### src/rtl/button_pkg.sv
// Shared types and default timing constants for the push-button debouncer.
package button_pkg;

  typedef enum logic [1:0] {
    RELEASED,
    PRESS_WAIT,
    PRESSED,
    RELEASE_WAIT
  } btn_state_t;

  // Defaults for a 27 MHz system clock: 10 ms debounce, 1 s long press.
  localparam int DEFAULT_DEBOUNCE_CYCLES   = 270_000;
  localparam int DEFAULT_LONG_PRESS_CYCLES = 27_000_000;

endpackage

### src/rtl/button_debounce_if.sv
// Raw button input and the conditioned level/event outputs of the debouncer.
// The slave side is the debouncer; the master side is whoever drives the pad
// and consumes the events.
interface button_debounce_if;

  logic button_raw_n;
  logic btn_n_o;
  logic press_o;
  logic release_o;
  logic long_press_o;
  logic long_active_o;

  modport master (
    output button_raw_n,
    input  btn_n_o,
    input  press_o,
    input  release_o,
    input  long_press_o,
    input  long_active_o
  );

  modport slave (
    input  button_raw_n,
    output btn_n_o,
    output press_o,
    output release_o,
    output long_press_o,
    output long_active_o
  );

endinterface

### src/rtl/sync_2ff.sv
// Two-flop synchroniser bringing an asynchronous level into the clk domain.
module sync_2ff #(
  parameter logic RST_VAL = 1'b1
) (
  input  logic clk,
  input  logic rst_n,
  input  logic d,
  output logic q
);

  logic meta;

  // Shift the pad level through two flops to resolve metastability.
  always_ff @(posedge clk or negedge rst_n) begin
    if (!rst_n) begin
      meta <= RST_VAL;
      q    <= RST_VAL;
    end else begin
      meta <= d;
      q    <= meta;
    end
  end

endmodule

### src/rtl/button_debounce.sv
// Debounces one active-low push button and derives press, release and
// long-press event pulses from the accepted level.
module button_debounce
  import button_pkg::*;
#(
  parameter int DEBOUNCE_CYCLES   = DEFAULT_DEBOUNCE_CYCLES,
  parameter int LONG_PRESS_CYCLES = DEFAULT_LONG_PRESS_CYCLES
) (
  input logic               clk,
  input logic               rst_n,
  button_debounce_if.slave  btn_if
);

  // Both counters share one width, sized for the longer hold count.
  localparam int CNT_W = $clog2(LONG_PRESS_CYCLES + 1);
  localparam logic [CNT_W-1:0] DEB_LAST  = CNT_W'(DEBOUNCE_CYCLES - 1);
  localparam logic [CNT_W-1:0] HOLD_LAST = CNT_W'(LONG_PRESS_CYCLES - 1);
  localparam logic [CNT_W-1:0] CNT_ONE   = CNT_W'(1);

  btn_state_t       state;
  logic [CNT_W-1:0] dcnt;
  logic [CNT_W-1:0] hcnt;
  logic             btn_s;
  logic             btn_n_q;
  logic             press_q;
  logic             release_q;
  logic             long_press_q;
  logic             long_active_q;

  sync_2ff #(
    .RST_VAL (1'b1)
  ) u_sync (
    .clk   (clk),
    .rst_n (rst_n),
    .d     (btn_if.button_raw_n),
    .q     (btn_s)
  );

  // Debounce FSM: an edge is accepted only after the synchronised level holds
  // for DEBOUNCE_CYCLES; any bounce sends it back and restarts the count.
  always_ff @(posedge clk or negedge rst_n) begin
    if (!rst_n) begin
      state         <= RELEASED;
      dcnt          <= '0;
      hcnt          <= '0;
      btn_n_q       <= 1'b1;
      press_q       <= 1'b0;
      release_q     <= 1'b0;
      long_press_q  <= 1'b0;
      long_active_q <= 1'b0;
    end else begin
      press_q      <= 1'b0;
      release_q    <= 1'b0;
      long_press_q <= 1'b0;
      unique case (state)
        RELEASED: begin
          if (!btn_s) begin
            state <= PRESS_WAIT;
            dcnt  <= '0;
          end
        end
        PRESS_WAIT: begin
          if (btn_s) begin
            state <= RELEASED;
            dcnt  <= '0;
          end else if (dcnt == DEB_LAST) begin
            state   <= PRESSED;
            btn_n_q <= 1'b0;
            press_q <= 1'b1;
            hcnt    <= '0;
          end else begin
            dcnt <= dcnt + CNT_ONE;
          end
        end
        PRESSED: begin
          if (btn_s) begin
            state <= RELEASE_WAIT;
            dcnt  <= '0;
          end else begin
            if (hcnt != HOLD_LAST) begin
              hcnt <= hcnt + CNT_ONE;
            end
            if ((hcnt == HOLD_LAST) && !long_active_q) begin
              long_press_q  <= 1'b1;
              long_active_q <= 1'b1;
            end
          end
        end
        RELEASE_WAIT: begin
          if (!btn_s) begin
            state <= PRESSED;
          end else if (dcnt == DEB_LAST) begin
            state         <= RELEASED;
            btn_n_q       <= 1'b1;
            release_q     <= 1'b1;
            long_active_q <= 1'b0;
          end else begin
            dcnt <= dcnt + CNT_ONE;
          end
        end
        default: state <= RELEASED;
      endcase
    end
  end

  assign btn_if.btn_n_o       = btn_n_q;
  assign btn_if.press_o       = press_q;
  assign btn_if.release_o     = release_q;
  assign btn_if.long_press_o  = long_press_q;
  assign btn_if.long_active_o = long_active_q;

endmodule

### src/flat_wrapper.sv
// flat-port wrapper written by rule: the top's interface ports become plain ports
module button_debounce_flat import button_pkg::*;
#(
  parameter int DEBOUNCE_CYCLES   = DEFAULT_DEBOUNCE_CYCLES,
  parameter int LONG_PRESS_CYCLES = DEFAULT_LONG_PRESS_CYCLES
)
  (clk, rst_n, btn_if_button_raw_n, btn_if_btn_n_o, btn_if_press_o, btn_if_release_o, btn_if_long_press_o, btn_if_long_active_o);
  button_debounce_if btn_if_i ();
  input logic clk;
  input logic rst_n;
  input wire logic [$bits(btn_if_i.button_raw_n)-1:0] btn_if_button_raw_n;
  output wire logic [$bits(btn_if_i.btn_n_o)-1:0] btn_if_btn_n_o;
  output wire logic [$bits(btn_if_i.press_o)-1:0] btn_if_press_o;
  output wire logic [$bits(btn_if_i.release_o)-1:0] btn_if_release_o;
  output wire logic [$bits(btn_if_i.long_press_o)-1:0] btn_if_long_press_o;
  output wire logic [$bits(btn_if_i.long_active_o)-1:0] btn_if_long_active_o;
  assign btn_if_i.button_raw_n = btn_if_button_raw_n;
  assign btn_if_btn_n_o = btn_if_i.btn_n_o;
  assign btn_if_press_o = btn_if_i.press_o;
  assign btn_if_release_o = btn_if_i.release_o;
  assign btn_if_long_press_o = btn_if_i.long_press_o;
  assign btn_if_long_active_o = btn_if_i.long_active_o;
  button_debounce #(.DEBOUNCE_CYCLES(DEBOUNCE_CYCLES), .LONG_PRESS_CYCLES(LONG_PRESS_CYCLES)) u_core (.clk(clk), .rst_n(rst_n), .btn_if(btn_if_i));
endmodule
### config.mk
export PLATFORM = sky130hd
export DESIGN_NAME = button_debounce_flat
export DESIGN_NICKNAME = d
export VERILOG_FILES = /design/src/rtl/button_pkg.sv /design/src/rtl/button_debounce_if.sv /design/src/rtl/sync_2ff.sv /design/src/rtl/button_debounce.sv /design/src/flat_wrapper.sv
export SDC_FILE = /design/constraint.sdc
export NUM_CORES = 1
export LEC_CHECK = 0
export CAP_MARGIN = 5
export CORE_MARGIN = 2
export CORE_UTILIZATION = 60
export CTS_CLUSTER_SIZE = 24
export DETAILED_ROUTE_END_ITERATION = 10
export PLACE_DENSITY = 0.78
export SETUP_SLACK_MARGIN = 0.02
export SLEW_MARGIN = 15
export SYNTH_ARGS = -nofsm -noshare
export SYNTH_HDL_FRONTEND = slang
export SYNTH_SLANG_ARGS = --single-unit
### constraint.sdc
create_clock -name clk -period 5.1 [get_ports clk]
set_input_delay 0.51 -clock clk [delete_from_list [all_inputs] [get_ports clk]]
set_output_delay 0.51 -clock clk [all_outputs]
set_load 0.005 [all_outputs]
* After elaboration in Yosys (flattened, before gate mapping) *
Index checks and enable logic that the tools add are counted.

word-level totals
  bits in registers = 59
  input port bits = 3
  output and inout port bits = 5
  word-level logic and storage cells = 75

cells by class
  $add $sub $neg = 2
  eq/ne operators = 17
  mux-type cells = 35
  reduce and logical (&&, ||, !) cells = 11

operator list
  operator                                                            count
  25-bit 2-to-1 mux                                                   9
  25-bit one-hot mux with 4 select lines                              1
  25-bit by 1-bit adder with 25-bit output (second input constant)    2
  25-bit one-hot mux with 2 select lines                              1
  25-bit by 19-bit == test with 1-bit output (second input constant)  1
  25-bit == test (second input constant)                              1
  25-bit != test (second input constant)                              1
  1-bit 2-to-1 mux                                                    15
  5-bit AND reduction                                                 3
  2-bit 2-to-1 mux                                                    6
  2-bit != test (second input constant)                               5
  2-bit by 1-bit != test with 1-bit output (second input constant)    4
  2-bit one-hot mux with 4 select lines                               1
  3-bit by 2-bit != test with 1-bit output (second input constant)    2
  2-bit nonzero test                                                  3
  2-bit == test (second input constant)                               2
  1-bit one-hot mux with 2 select lines                               2
  4-bit AND reduction                                                 1
  3-bit AND reduction                                                 1
  2-bit by 1-bit == test with 1-bit output (second input constant)    1
  2-bit zero test                                                     1
  1-bit logical AND                                                   1
  1-bit zero test                                                     1

* Depth between registers and ports, before layout *
  depth in word-level cells = 5
  mapped depth = 8
  depth with buffers taken out = 6

* Cells and area by module *
Synthesis repeated with hierarchy kept, for this count alone.

second synthesis, totals
  cells, all modules = 360
  area, all modules = 3311.9 um^2

by module, submodules not included
  module           instances  cells each  area an instance (um^2)  sequential area each (um^2)
  button_debounce  1          358         3259.4                   1427.6
  sync_2ff         1          2           52.6                     52.6

* Worst setup path before layout *
No wires, ideal clock.

  kind = reg-to-reg
  start point = register u_core.dcnt[0]
  end point = register u_core.dcnt[3]
  library setup time = 120 ps
  arrival = 1728 ps
  data required time = 4980 ps
  slack = 3252 ps
  stages on the path, launching flop included = 8
  path buffers = 1
  clock period less this slack = 1848 ps
  cell sequence = dfrtp_1 ha_1 and4_1 and4_1 clkbuf_1 a21oi_1 a211oi_1 a31o_2

on the way
  word-level cells in the longest chain between the ends = 4
  elaborated cells on any way between the ends = 6
  classes of those cells = add/sub (1); eq/ne (1); mux (4)

ends and longest elaborated chain
  item                                                                                                           RTL line                                      source
  from (decl)                                                                                                    button_debounce.sv:21                         logic [CNT_W-1:0] dcnt;
  from (signal assigned)                                                                                         button_debounce.sv:72                         dcnt <= dcnt + CNT_ONE;
  from (signal assigned)                                                                                         button_debounce.sv:98                         dcnt <= dcnt + CNT_ONE;
  25-bit by 1-bit adder with 25-bit output / 25-bit by 19-bit == test with 1-bit output (equally long branches)  --
  25-bit 2-to-1 mux *                                                                                            button_debounce.sv:66, button_debounce.sv:92
  25-bit 2-to-1 mux (on tied branches)                                                                           button_debounce.sv:90, button_debounce.sv:63
  25-bit one-hot mux with 4 select lines *                                                                       button_debounce.sv:55                         unique case (state)

Mark *: on every way between the ends. The rest lies on a longest branch, timed or not. The select of a mux whose other input is x is not followed.
A chain may end at the register's enable or synchronous reset.

* Final worst setup path *
  start point = register u_core.state[0]
  end point = register u_core.hcnt[23]

on the way
  word-level cells in the longest chain between the ends = 3
  elaborated cells on any way between the ends = 9
  classes of those cells = eq/ne (6); mux (1); reduce/logical (2)

ends and longest elaborated chain
  item                                                                              RTL line               source
  from (decl)                                                                       button_debounce.sv:20  btn_state_t state;
  from (signal assigned)                                                            button_debounce.sv:43  state <= RELEASED;
  from (signal assigned)                                                            button_debounce.sv:58  state <= PRESS_WAIT;
  from (signal assigned)                                                            button_debounce.sv:64  state <= RELEASED;
  2-bit == test / 2-bit by 1-bit == test with 1-bit output (equally long branches)  button_debounce.sv:55
  2-bit by 1-bit != test with 1-bit output (no line) (tied with other cells)        --
  5-bit AND reduction (no line)                                                     --
  to (signal assigned)                                                              button_debounce.sv:81  hcnt <= hcnt + CNT_ONE;
  to (decl)                                                                         button_debounce.sv:22  logic [CNT_W-1:0] hcnt;

Several ways; a longest one is shown, not always the timed one.

==> results.md <==
* CP max stage delay at 0.80 ns
* CP Max Fanout at 19
* CTS Sinks at 59
* Finished layout cell area at 3593 um2
* WS Path Type: register to register
* Routability cong. at 0.8877
* CTS tree: built
* Final global-route overflow total at 0
* Fin. Hold Viols at 0
* Setup bufs post-CTS at 0
* DRT Pass-1 Iters at 5
* TritonCTS Buffers at 9
* Total wire length at 7069 um
* Finished Layout Cells at 434
* Worst Reg-to-Reg Cells at 4
* First-pass GRT wire length at 12,570 um
* Area of the mapped netlist at 3281 um2
* DP HPWL at 4805 um
* Startpoint Class: register
* Syn Nets at 359
* #FFs+latches synth at 59
* Number of enable flip-flop cells after synthesis at 0
* Reg2reg setup slack at 2.80 ns
* Top flop regs: u_core.dcnt x25, u_core.hcnt x25
* Synth Area per Inst at 9.267 um2
* Yosys top cell by area: dfrtp_1
* Fraction of layout cells with a size suffix above 1 at 9.341%
* Via density per instance at 6.309
* Worst slew margin at 30.06%
* H-tree Lvls at 3
* Period utilisation layout at 45.08%
* DRT iter0 DRCs at 249
* Status: finished, final reports clean
* I/O pins at 8
* Initial antenna violation count at 0
* Number of global-route vias before repair at 2,690
* Clock Skews at 0.005687 ns
* Top cell type's share of synthesized area at 42.72%
* Total GRT Usage at 26.16%
* Skew-Pair Late Insertion Delay at 0.34 ns
* Net count, final at 364
* F_max at 434.9 MHz
* Yosys warns at 0
* Final setup TNS at 0 ns
* PD cells at 275.8 nW/um2
* Die width at 77.95 um
* Initial core utilization at 63.03%
* P_leak at 1.430 nW
* Clock Pin Slew Worst Setup and Hold Paths at 0.07 ns
* Die footprint at 6075 um2
* CP max-delay cell: nor4_4
* Post-route ant nets at 0
* Buffers on Ports at 7
* Cell Area, Placed at 3367 um2
* Post-CTS resize count at 0
* Commonest non-fill, non-tap cell in the layout: dfrtp_1
* Fill cell count at 396
* Kind of end point of the critical path: register
* Actual slew at the worst max-slew pin at 1.041 ns
* Post-CTS Hold Fix Bufs at 0
* Worst r2r src: u_core.state[0]
* Via Count at 2,738
* Synth area leaders: dfrtp_1 (43%), xnor2_1 (4.5%), nor2_1 (4.3%)
* Unrepaired setup endpoints after global routing: no
* Row count at 26
* Drt drc at 0
* Clock period minus worst slack at 2.299 ns
* Chip Height at 77.95 um
* Core ar. at 5205 um2
* Most frequent cells in the layout: dfrtp_1 (56), nor2_1 (38), nand2_1 (30)
* CP arrival at 2.48 ns
* Synth Instances at 354
* Wire per inst at 16.29 um
* Worst Hold Class: input port to async pin
* CTS Root Cell: clkbuf_8
* Maximum vdd drop at 189.8 uV
* Main synth FF type: dfrtp_1
* WP data required at 5.28 ns
* Crit-path cells: inv_1 -> or3_1 -> nor4_4 -> nor2_1
* Sequential fraction of the synthesis area at 45.12%
* Longest Clk Path Bufs at 2
* RR Endpoint: u_core.hcnt[23]
* Async set or reset register ratio after synthesis at 100.0%
* Antenna diode count at 0
* Slew Limit Fails at 0
* Pin count of the biggest net entering global routing at 60
* Worst slack, placed at 2.810 ns
* Final setup viols at 0
* Worst setup slack after layout at 2.801 ns
* Max-cap violations at 0
* Placed Cells at 418
* Syn-to-layout area delta at 9.535%
* Netlist cell types at 52
==> metrics by stage <==
stage                      power, W  util, %  hold slack [ns]
final                     0.0009911    69.04           0.3143
after detailed placement  0.0005166    64.69           0.3532
after global placement    0.0005155    64.69           0.3454
after CTS                 0.0009987    69.04           0.3414
after floorplan           0.0005006        -           0.2144
after global routing       0.001025    69.04           0.3626
==> Yosys cell counts (2+ instances only) <==
| library cell | instances |
|---|---|
| a211oi_1 | 3 |
| a21oi_1 | 16 |
| a22o_1 | 2 |
| and2_1 | 2 |
| and3_1 | 7 |
| and4_1 | 7 |
| buf_2 | 7 |
| buf_6 | 2 |
| clkbuf_1 | 5 |
| dfrtp_1 | 56 |
| dfstp_2 | 3 |
| ha_1 | 2 |
| inv_1 | 8 |
| mux2i_1 | 10 |
| nand2_1 | 30 |
| nand2b_1 | 5 |
| nand3_1 | 24 |
| nand4_1 | 16 |
| nor2_1 | 38 |
| nor3_1 | 12 |
| nor3b_1 | 2 |
| nor4_1 | 14 |
| nor4b_1 | 3 |
| o2111ai_1 | 2 |
| o21ai_0 | 12 |
| o31ai_1 | 4 |
| or2_2 | 2 |
| or3_1 | 11 |
| or4_1 | 2 |
| xnor2_1 | 17 |
| xor2_1 | 9 |
==> where the power goes <==
part           switching [W]  internal [W]  leakage [nW]
clock               0.000185      0.000299         0.119
sequential        0.00000532      0.000472         0.810
combinational      0.0000214    0.00000828         0.500
total               0.000212      0.000779          1.43
==> how the worst max path moves through the flow <==
stage | endpoint | cells after the start | slack, ns | from
after floorplan | u_core.dcnt[3] | 7 | 3.25 | u_core.dcnt[0]
after global placement | u_core.hcnt[17] | 4 | 2.86 | u_core.dcnt[13]
after detailed placement | u_core.hcnt[23] | 4 | 2.81 | u_core.state[0]
after CTS | u_core.hcnt[23] | 4 | 2.81 | u_core.state[0]
after global routing | u_core.hcnt[5] | 4 | 2.59 | u_core.state[0]
final | u_core.hcnt[23] | 4 | 2.80 | u_core.state[0]
==> kinds of logic after synthesis <==
group           after synthesis  synth area share [%]
compound gates               45                 8.353
xor+xnor                     26                 6.941
fa+ha+maj                     2                0.7627
buf+inv                      24                 3.623
flops                        59                 45.12
mux                          10                 3.051
simple gates                188                 32.15
==> layer usage <==
| layer | vias up | wire length, um | GRT usage [%] |
|---|---|---|---|
| met5 | - | 0 | 0 |
| met4 | 0 | 118 | 10.18 |
| met3 | 14 | 374 | 5.349 |
| met2 | 110 | 3564 | 42.67 |
| met1 | 1314 | 3012 | 34.35 |
| li1 | 1300 | - | - |
==> layout make-up <==
| type | count | area (um2) | share of cell area (%) |
|---|---|---|---|
| timing repair buffer | 10 | 87.58 | 2.437 |
| multi-input combinational | 271 | 1682 | 46.80 |
| clock inverter | 5 | 75.07 | 2.089 |
| tap | 70 | 87.58 | 2.437 |
| sequential | 59 | 1480 | 41.19 |
| inverter | 8 | 30.03 | 0.8357 |
| clock buffer | 11 | 151.4 | 4.213 |
==> critical path: cells and delay by family (launching register included) <==
| family | cells | cell delay [ns] |
|---|---|---|
| flops | 1 | 0.56 |
| simple gates | 3 | 1.37 |
| buf+inv | 1 | 0.20 |
(Power assumes the default switching activity.)
